==> config.mk <==
export PLATFORM = sky130hd
export DESIGN_NAME = alu_dispatch_flat
export DESIGN_NICKNAME = d
export VERILOG_FILES = /design/src/rtl/alu_dispatch_if.sv /design/src/rtl/alu_dispatch.sv /design/src/flat_wrapper.sv
export SDC_FILE = /design/constraint.sdc
export NUM_CORES = 1
export LEC_CHECK = 0
export CAP_MARGIN = 20
export CORE_MARGIN = 4
export CORE_UTILIZATION = 58
export CTS_CLUSTER_DIAMETER = 150
export DETAILED_ROUTE_END_ITERATION = 6
export GPL_TIMING_DRIVEN = 1
export PLACE_DENSITY_LB_ADDON = 0.1
export SLEW_MARGIN = 20
export SYNTH_ARGS = -nofsm -noshare
export SYNTH_HDL_FRONTEND = slang
export SYNTH_SLANG_ARGS = --single-unit
==> constraint.sdc <==
create_clock -name clk -period 4.49 [get_ports clk]
set_input_delay 0.898 -clock clk [delete_from_list [all_inputs] [get_ports clk]]
set_output_delay 0.898 -clock clk [all_outputs]
set_load 0.05 [all_outputs]
==> src/rtl/alu_dispatch_if.sv <==
// Command, ALU-side and response signal bundle for alu_dispatch.
// slave = dispatcher view, master = environment (command source / ALU / response sink).
interface alu_dispatch_if #(
  parameter int unsigned TAG_W = 4
);
  logic             cmd_valid;
  logic             cmd_ready;
  logic [2:0]       cmd_op;
  logic [7:0]       cmd_a;
  logic [7:0]       cmd_b;
  logic [TAG_W-1:0] cmd_tag;

  logic             alu_start;
  logic [2:0]       alu_op;
  logic [7:0]       alu_a;
  logic [7:0]       alu_b;
  logic             alu_done;
  logic [15:0]      alu_result;

  logic             rsp_valid;
  logic             rsp_ready;
  logic [15:0]      rsp_result;
  logic [TAG_W-1:0] rsp_tag;
  logic [2:0]       rsp_op;
  logic             rsp_err;

  logic             busy;

  modport slave (
    input  cmd_valid, cmd_op, cmd_a, cmd_b, cmd_tag, alu_done, alu_result, rsp_ready,
    output cmd_ready, alu_start, alu_op, alu_a, alu_b,
           rsp_valid, rsp_result, rsp_tag, rsp_op, rsp_err, busy
  );

  modport master (
    output cmd_valid, cmd_op, cmd_a, cmd_b, cmd_tag, alu_done, alu_result, rsp_ready,
    input  cmd_ready, alu_start, alu_op, alu_a, alu_b,
           rsp_valid, rsp_result, rsp_tag, rsp_op, rsp_err, busy
  );
endinterface

==> src/rtl/alu_dispatch.sv <==
// Buffers ALU commands in a FIFO and issues them one at a time to alu_top,
// with a completion watchdog, illegal-opcode rejection and a held response.
module alu_dispatch #(
  parameter int unsigned DEPTH   = 4,
  parameter int unsigned TAG_W   = 4,
  parameter int unsigned TIMEOUT = 64
) (
  input  logic          clk,
  input  logic          reset,
  alu_dispatch_if.slave bus
);
  localparam int unsigned AW  = $clog2(DEPTH);
  localparam int unsigned WDW = $clog2(TIMEOUT + 1);
  localparam int unsigned EW  = 3 + 8 + 8 + TAG_W;

  typedef enum logic [2:0] {S_IDLE, S_ISSUE, S_WAIT, S_RESP, S_DRAIN} state_t;
  state_t r_state, w_next;

  logic [EW-1:0]    r_mem [DEPTH];
  logic [AW:0]      r_wr_ptr, r_rd_ptr;
  logic [EW-1:0]    w_head;
  logic             w_empty, w_full, w_push, w_pop, w_bad_op, w_timeout;
  logic [WDW-1:0]   r_wd;
  logic [TAG_W-1:0] r_hold_tag;
  logic [2:0]       r_hold_op;
  logic [2:0]       r_alu_op;
  logic [7:0]       r_alu_a, r_alu_b;
  logic [15:0]      r_rsp_result;
  logic [TAG_W-1:0] r_rsp_tag;
  logic [2:0]       r_rsp_op;
  logic             r_rsp_err;

  // Extra pointer MSB distinguishes full from empty when the indices match.
  assign w_empty   = (r_wr_ptr == r_rd_ptr);
  assign w_full    = (r_wr_ptr[AW] != r_rd_ptr[AW]) && (r_wr_ptr[AW-1:0] == r_rd_ptr[AW-1:0]);
  assign w_head    = r_mem[r_rd_ptr[AW-1:0]];
  assign w_push    = bus.cmd_valid && !w_full;
  assign w_pop     = (r_state == S_IDLE) && !w_empty && !bus.alu_done;
  assign w_bad_op  = (w_head[EW-1 -: 3] == 3'b111);
  assign w_timeout = (r_wd == WDW'(TIMEOUT - 1));

  always_ff @(posedge clk) begin
    if (w_push) r_mem[r_wr_ptr[AW-1:0]] <= {bus.cmd_op, bus.cmd_a, bus.cmd_b, bus.cmd_tag};
  end

  always_ff @(posedge clk or posedge reset) begin
    if (reset) begin
      r_wr_ptr <= '0;
      r_rd_ptr <= '0;
    end else begin
      if (w_push) r_wr_ptr <= r_wr_ptr + (AW + 1)'(1);
      if (w_pop)  r_rd_ptr <= r_rd_ptr + (AW + 1)'(1);
    end
  end

  always_ff @(posedge clk or posedge reset) begin
    if (reset) r_state <= S_IDLE;
    else       r_state <= w_next;
  end

  always_comb begin
    w_next = r_state;
    case (r_state)
      S_IDLE:  if (w_pop) w_next = w_bad_op ? S_RESP : S_ISSUE;
      S_ISSUE: w_next = S_WAIT;
      S_WAIT:  if (bus.alu_done || w_timeout) w_next = S_RESP;
      S_RESP:  if (bus.rsp_ready) w_next = S_DRAIN;
      S_DRAIN: if (!bus.alu_done) w_next = S_IDLE;
      default: w_next = S_IDLE;
    endcase
  end

  always_comb begin
    bus.cmd_ready = !w_full;
    bus.alu_start = (r_state == S_ISSUE);
    bus.rsp_valid = (r_state == S_RESP);
    bus.busy      = (r_state != S_IDLE) || !w_empty;
  end

  // Response fields change only on entry to RESP, so they are stable while rsp_valid is high.
  always_ff @(posedge clk or posedge reset) begin
    if (reset) begin
      r_alu_op     <= '0;
      r_alu_a      <= '0;
      r_alu_b      <= '0;
      r_hold_tag   <= '0;
      r_hold_op    <= '0;
      r_wd         <= '0;
      r_rsp_result <= '0;
      r_rsp_tag    <= '0;
      r_rsp_op     <= '0;
      r_rsp_err    <= 1'b0;
    end else begin
      case (r_state)
        S_IDLE: begin
          if (w_pop && w_bad_op) begin
            r_rsp_result <= '0;
            r_rsp_err    <= 1'b1;
            r_rsp_tag    <= w_head[TAG_W-1:0];
            r_rsp_op     <= 3'b111;
          end else if (w_pop) begin
            r_alu_op   <= w_head[EW-1 -: 3];
            r_alu_a    <= w_head[TAG_W+15 -: 8];
            r_alu_b    <= w_head[TAG_W+7 -: 8];
            r_hold_tag <= w_head[TAG_W-1:0];
            r_hold_op  <= w_head[EW-1 -: 3];
          end
        end
        S_ISSUE: r_wd <= '0;
        S_WAIT: begin
          if (bus.alu_done) begin
            r_rsp_result <= bus.alu_result;
            r_rsp_err    <= 1'b0;
            r_rsp_tag    <= r_hold_tag;
            r_rsp_op     <= r_hold_op;
          end else if (w_timeout) begin
            r_rsp_result <= '0;
            r_rsp_err    <= 1'b1;
            r_rsp_tag    <= r_hold_tag;
            r_rsp_op     <= r_hold_op;
          end else begin
            r_wd <= r_wd + WDW'(1);
          end
        end
        default: ;
      endcase
    end
  end

  assign bus.alu_op     = r_alu_op;
  assign bus.alu_a      = r_alu_a;
  assign bus.alu_b      = r_alu_b;
  assign bus.rsp_result = r_rsp_result;
  assign bus.rsp_tag    = r_rsp_tag;
  assign bus.rsp_op     = r_rsp_op;
  assign bus.rsp_err    = r_rsp_err;
endmodule
==> src/flat_wrapper.sv <==
// flat-port wrapper written by rule: the top's interface ports become plain ports
module alu_dispatch_flat 
#(
  parameter int unsigned DEPTH   = 4,
  parameter int unsigned TAG_W   = 4,
  parameter int unsigned TIMEOUT = 64
)
  (clk, reset, bus_cmd_valid, bus_cmd_op, bus_cmd_a, bus_cmd_b, bus_cmd_tag, bus_alu_done, bus_alu_result, bus_rsp_ready, bus_cmd_ready, bus_alu_start, bus_alu_op, bus_alu_a, bus_alu_b, bus_rsp_valid, bus_rsp_result, bus_rsp_tag, bus_rsp_op, bus_rsp_err, bus_busy);
  alu_dispatch_if #(.TAG_W(TAG_W)) bus_i ();
  input  logic clk;
  input  logic reset;
  input wire logic [$bits(bus_i.cmd_valid)-1:0] bus_cmd_valid;
  input wire logic [$bits(bus_i.cmd_op)-1:0] bus_cmd_op;
  input wire logic [$bits(bus_i.cmd_a)-1:0] bus_cmd_a;
  input wire logic [$bits(bus_i.cmd_b)-1:0] bus_cmd_b;
  input wire logic [$bits(bus_i.cmd_tag)-1:0] bus_cmd_tag;
  input wire logic [$bits(bus_i.alu_done)-1:0] bus_alu_done;
  input wire logic [$bits(bus_i.alu_result)-1:0] bus_alu_result;
  input wire logic [$bits(bus_i.rsp_ready)-1:0] bus_rsp_ready;
  output wire logic [$bits(bus_i.cmd_ready)-1:0] bus_cmd_ready;
  output wire logic [$bits(bus_i.alu_start)-1:0] bus_alu_start;
  output wire logic [$bits(bus_i.alu_op)-1:0] bus_alu_op;
  output wire logic [$bits(bus_i.alu_a)-1:0] bus_alu_a;
  output wire logic [$bits(bus_i.alu_b)-1:0] bus_alu_b;
  output wire logic [$bits(bus_i.rsp_valid)-1:0] bus_rsp_valid;
  output wire logic [$bits(bus_i.rsp_result)-1:0] bus_rsp_result;
  output wire logic [$bits(bus_i.rsp_tag)-1:0] bus_rsp_tag;
  output wire logic [$bits(bus_i.rsp_op)-1:0] bus_rsp_op;
  output wire logic [$bits(bus_i.rsp_err)-1:0] bus_rsp_err;
  output wire logic [$bits(bus_i.busy)-1:0] bus_busy;
  assign bus_i.cmd_valid = bus_cmd_valid;
  assign bus_i.cmd_op = bus_cmd_op;
  assign bus_i.cmd_a = bus_cmd_a;
  assign bus_i.cmd_b = bus_cmd_b;
  assign bus_i.cmd_tag = bus_cmd_tag;
  assign bus_i.alu_done = bus_alu_done;
  assign bus_i.alu_result = bus_alu_result;
  assign bus_i.rsp_ready = bus_rsp_ready;
  assign bus_cmd_ready = bus_i.cmd_ready;
  assign bus_alu_start = bus_i.alu_start;
  assign bus_alu_op = bus_i.alu_op;
  assign bus_alu_a = bus_i.alu_a;
  assign bus_alu_b = bus_i.alu_b;
  assign bus_rsp_valid = bus_i.rsp_valid;
  assign bus_rsp_result = bus_i.rsp_result;
  assign bus_rsp_tag = bus_i.rsp_tag;
  assign bus_rsp_op = bus_i.rsp_op;
  assign bus_rsp_err = bus_i.rsp_err;
  assign bus_busy = bus_i.busy;
  alu_dispatch #(.DEPTH(DEPTH), .TAG_W(TAG_W), .TIMEOUT(TIMEOUT)) u_core (.clk(clk), .reset(reset), .bus(bus_i));
endmodule
==> flow_summary_export.csv <==
group,metric,value,unit
synth,ys.flop_type,"edfxtp_1",
critical_path,cp-start-kind,"flip-flop",
global_routing,antenna_found_initial,0,
critical_path,required,3590,ps
die,die_width,111,um
global_routing,grt_pass1_wl,18700,um
pwr,ir_drop,0.440,mV
clock_network,cts_tree,"yes",
route,wire_per_inst,18.8,um
clock_network,hold_buffers,0,
die,die_h,111,um
critical_path,arrival,2610,ps
global_routing,grt_pass1_vias,3568,
finish,seqCellArea,0.00434,mm^2
route,routed_wl,11200,um
critical_path,end_kind,"primary output",
global_routing,grt_usage,0.194,
clock_network,cts_sinks,155,
synth,ys_seq_area_frac,0.701,
route,vias_per_cell,5.59,
synth,synth.area.top_cells,"edfxtp_1 45%, dfrtp_1 25%, mux4_2 8.4%",
synth,syn_inst,347,
sta,fin_crit,3510,ps
critical_path,crit_fanout,4,
placed_design,place.detailed.hpwl,6940,um
critical_path,crit_type,"reg -> out",
die,initial_core_util,0.597,
synth,yosysTopAreaCellShare,0.446,
synth,synth_common_cells,"92 x edfxtp_1, 63 x dfrtp_1, 24 x nand2_1",
synth,yosysMostFrequentCell,"edfxtp_1",
sta,tns,0,ps
synth,syn_area_per_cell,17.8,um^2
synth,async_flop_share,0.406,
synth,yosys.area.top_type,"edfxtp_1",
hold_path,min_path_type,"reg -> reg",
pwr,power_density,787,mW/mm^2
clock_network,root_buffer,"clkbuf_8",
placed_design,place.gp.congestion,0.809,
route,drt_iter0_drc,275,
finish,diodes,0,
global_routing,grt-ovfl-total,0,
clock_network,cts.path.max_buffers,2,
sta,hold_violations,0,
die,io_pins,91,
synth,ys_seq_elements,155,
sta,rsz0062_at_grt,"no",
sta,tightest_slew,1000,ps
sta,clock_skew,5.25,ps
route,firstDrtPassIters,4,
die,placementRows,37,
clock_network,cts-htree-levels,4,
clock_network,clk_pin_slew,60,ps
sta,min_period_over_period,0.781,
placed_design,place.port_buffers,90,
clock_network,cts_resized,0,
sta,setup_violations,0,
synth,synth_edf_count,92,
route,drc,0,
synth,ys_warn_count,0,
sta,drv_slew,0,
synth,syn_nets,397,
run,cap_viol_max_count,0,
clock_network,postCtsSetupBuffers,0,
finish,area_growth,25.3,%
pwr,p_leak,2.97,nW
route,vias,3317,
placed_design,placed_cell_area,0.00721,mm^2
synth,synth_area,0.00619,mm^2
sta,relSlewSlack,0.331,
clock_network,cts_buffers,17,
finish,nNetsFinal,494,
finish,fillers,635,
synth,ys_types,43,
die,die_area,0.0124,mm^2
clock_network,clk_latency,510,ps
sta,max_freq,285,MHz
finish,drive_gt1_frac,0.208,
route,ant_nets,0,
die,core,0.0104,mm^2
global_routing,grt_max_degree,38,
finish,post-route-cell-area,0.00776,mm^2
finish,multi_input_area,0.00171,mm^2
status,outcome,"finished, final reports clean",
==> through the flow <==
step | power [mW] | setup WS [ps] | utilization | hold WS, ps | cells
2_1_floorplan | 4.11 | 1900 | - | 461 | 347
3_3_place_gp | 4.78 | 1300 | 0.695 | 476 | 561
3_5_place_dp | 4.84 | 1270 | 0.695 | 484 | 561
4_1_cts | 6.17 | 949 | 0.748 | 498 | 593
5_1_grt | 6.42 | 840 | 0.748 | 506 | 593
6_report | 6.11 | 983 | 0.748 | 495 | 593
==> logic make-up (layout without fill, tap and decap cells) <==
kind of cell             after synthesis  after routing  synth area share
flip-flops                           155            155             0.701
multiplexers                          54             54             0.150
AND/OR/NAND/NOR                       53             53            0.0461
AO/OA/AOI/OAI                         42             42            0.0556
buffers and inverters                 29            139            0.0238
XOR/XNOR                               8              8            0.0113
adder cells (fa/ha/maj)                6              6            0.0121
==> area by class of cell <==
| class | count | share of cell area |
|---|---|---|
| repair buffers | 97 | 0.123 |
| clock buffers | 18 | 0.0539 |
| inverters | 10 | 0.00484 |
| clock inverters | 14 | 0.0168 |
| well taps | 136 | 0.0219 |
| flip-flops and latches | 155 | 0.560 |
| multi-input cells | 163 | 0.220 |
==> sequential cells by signal, summed over array words and instances, names as in the netlist <==
register	flops
u_core.r_hold_tag	4
u_core.r_mem	92
u_core.bus.rsp_op	3
u_core.r_hold_op	3
u_core.bus.alu_a	8
u_core.bus.rsp_err	1
u_core.bus.alu_b	8
u_core.bus.rsp_result	16
u_core.bus.rsp_tag	4
u_core.r_state	3
u_core.r_wr_ptr	3
u_core.r_wd	7
u_core.r_rd_ptr	3
==> power breakdown <==
part	internal [mW]	switching [mW]
clock	0.779	0.521
sequential	1.99	0.237
combinational	1.07	1.50
==> final timing paths <==
kind / start / to / slack, ps / cells past startpoint
min: u_core.bus.rsp_tag[1] / u_core.bus.rsp_tag[1] / 500 / 1
min in group asynchronous: reset / u_core.bus.rsp_result[8] / 880 / 2
max reg2reg: u_core.r_rd_ptr[0] / u_core.bus.rsp_tag[2] / 1610 / 5
max in group asynchronous: reset / u_core.r_rd_ptr[0] / 2740 / 3
min reg2reg: u_core.bus.rsp_tag[1] / u_core.bus.rsp_tag[1] / 500 / 1
max: u_core.r_wr_ptr[1] / bus_busy / 980 / 4
==> critical path, cell delays in order, from the launching register on <==
cell	delay (ps)
dfrtp_1	420
xnor2_1	400
nand3_1	160
or4_1	410
clkdlybuf4s50_1	710
==> cell usage in the layout (no fill, tap or decap), types with 4 or more instances in the layout <==
cell type,instances
mux2_2,6
edfxtp_1,92
xnor2_1,5
ha_1,6
a2bb2oi_1,5
inv_1,9
dfrtp_1,62
clkdlybuf4s50_1,90
nand2_1,24
a21oi_1,7
clkinv_2,4
buf_4,7
nor2_1,4
a22o_1,16
and2_1,5
clkbuf_16,16
nand3_1,5
mux2i_1,4
clkinvlp_4,4
mux2_4,18
mux4_2,23
nand2b_1,4
==> metal layers <==
metal | global-route usage | wire length (um) | vias up
li1 | - | - | 1523
met1 | 0.243 | 4690 | 1691
met2 | 0.336 | 5870 | 96
met3 | 0.0529 | 539 | 7
met4 | 0.0527 | 74 | 0
met5 | 0 | 0 | -
No activity file was read; power rests on OpenSTA's default activity.
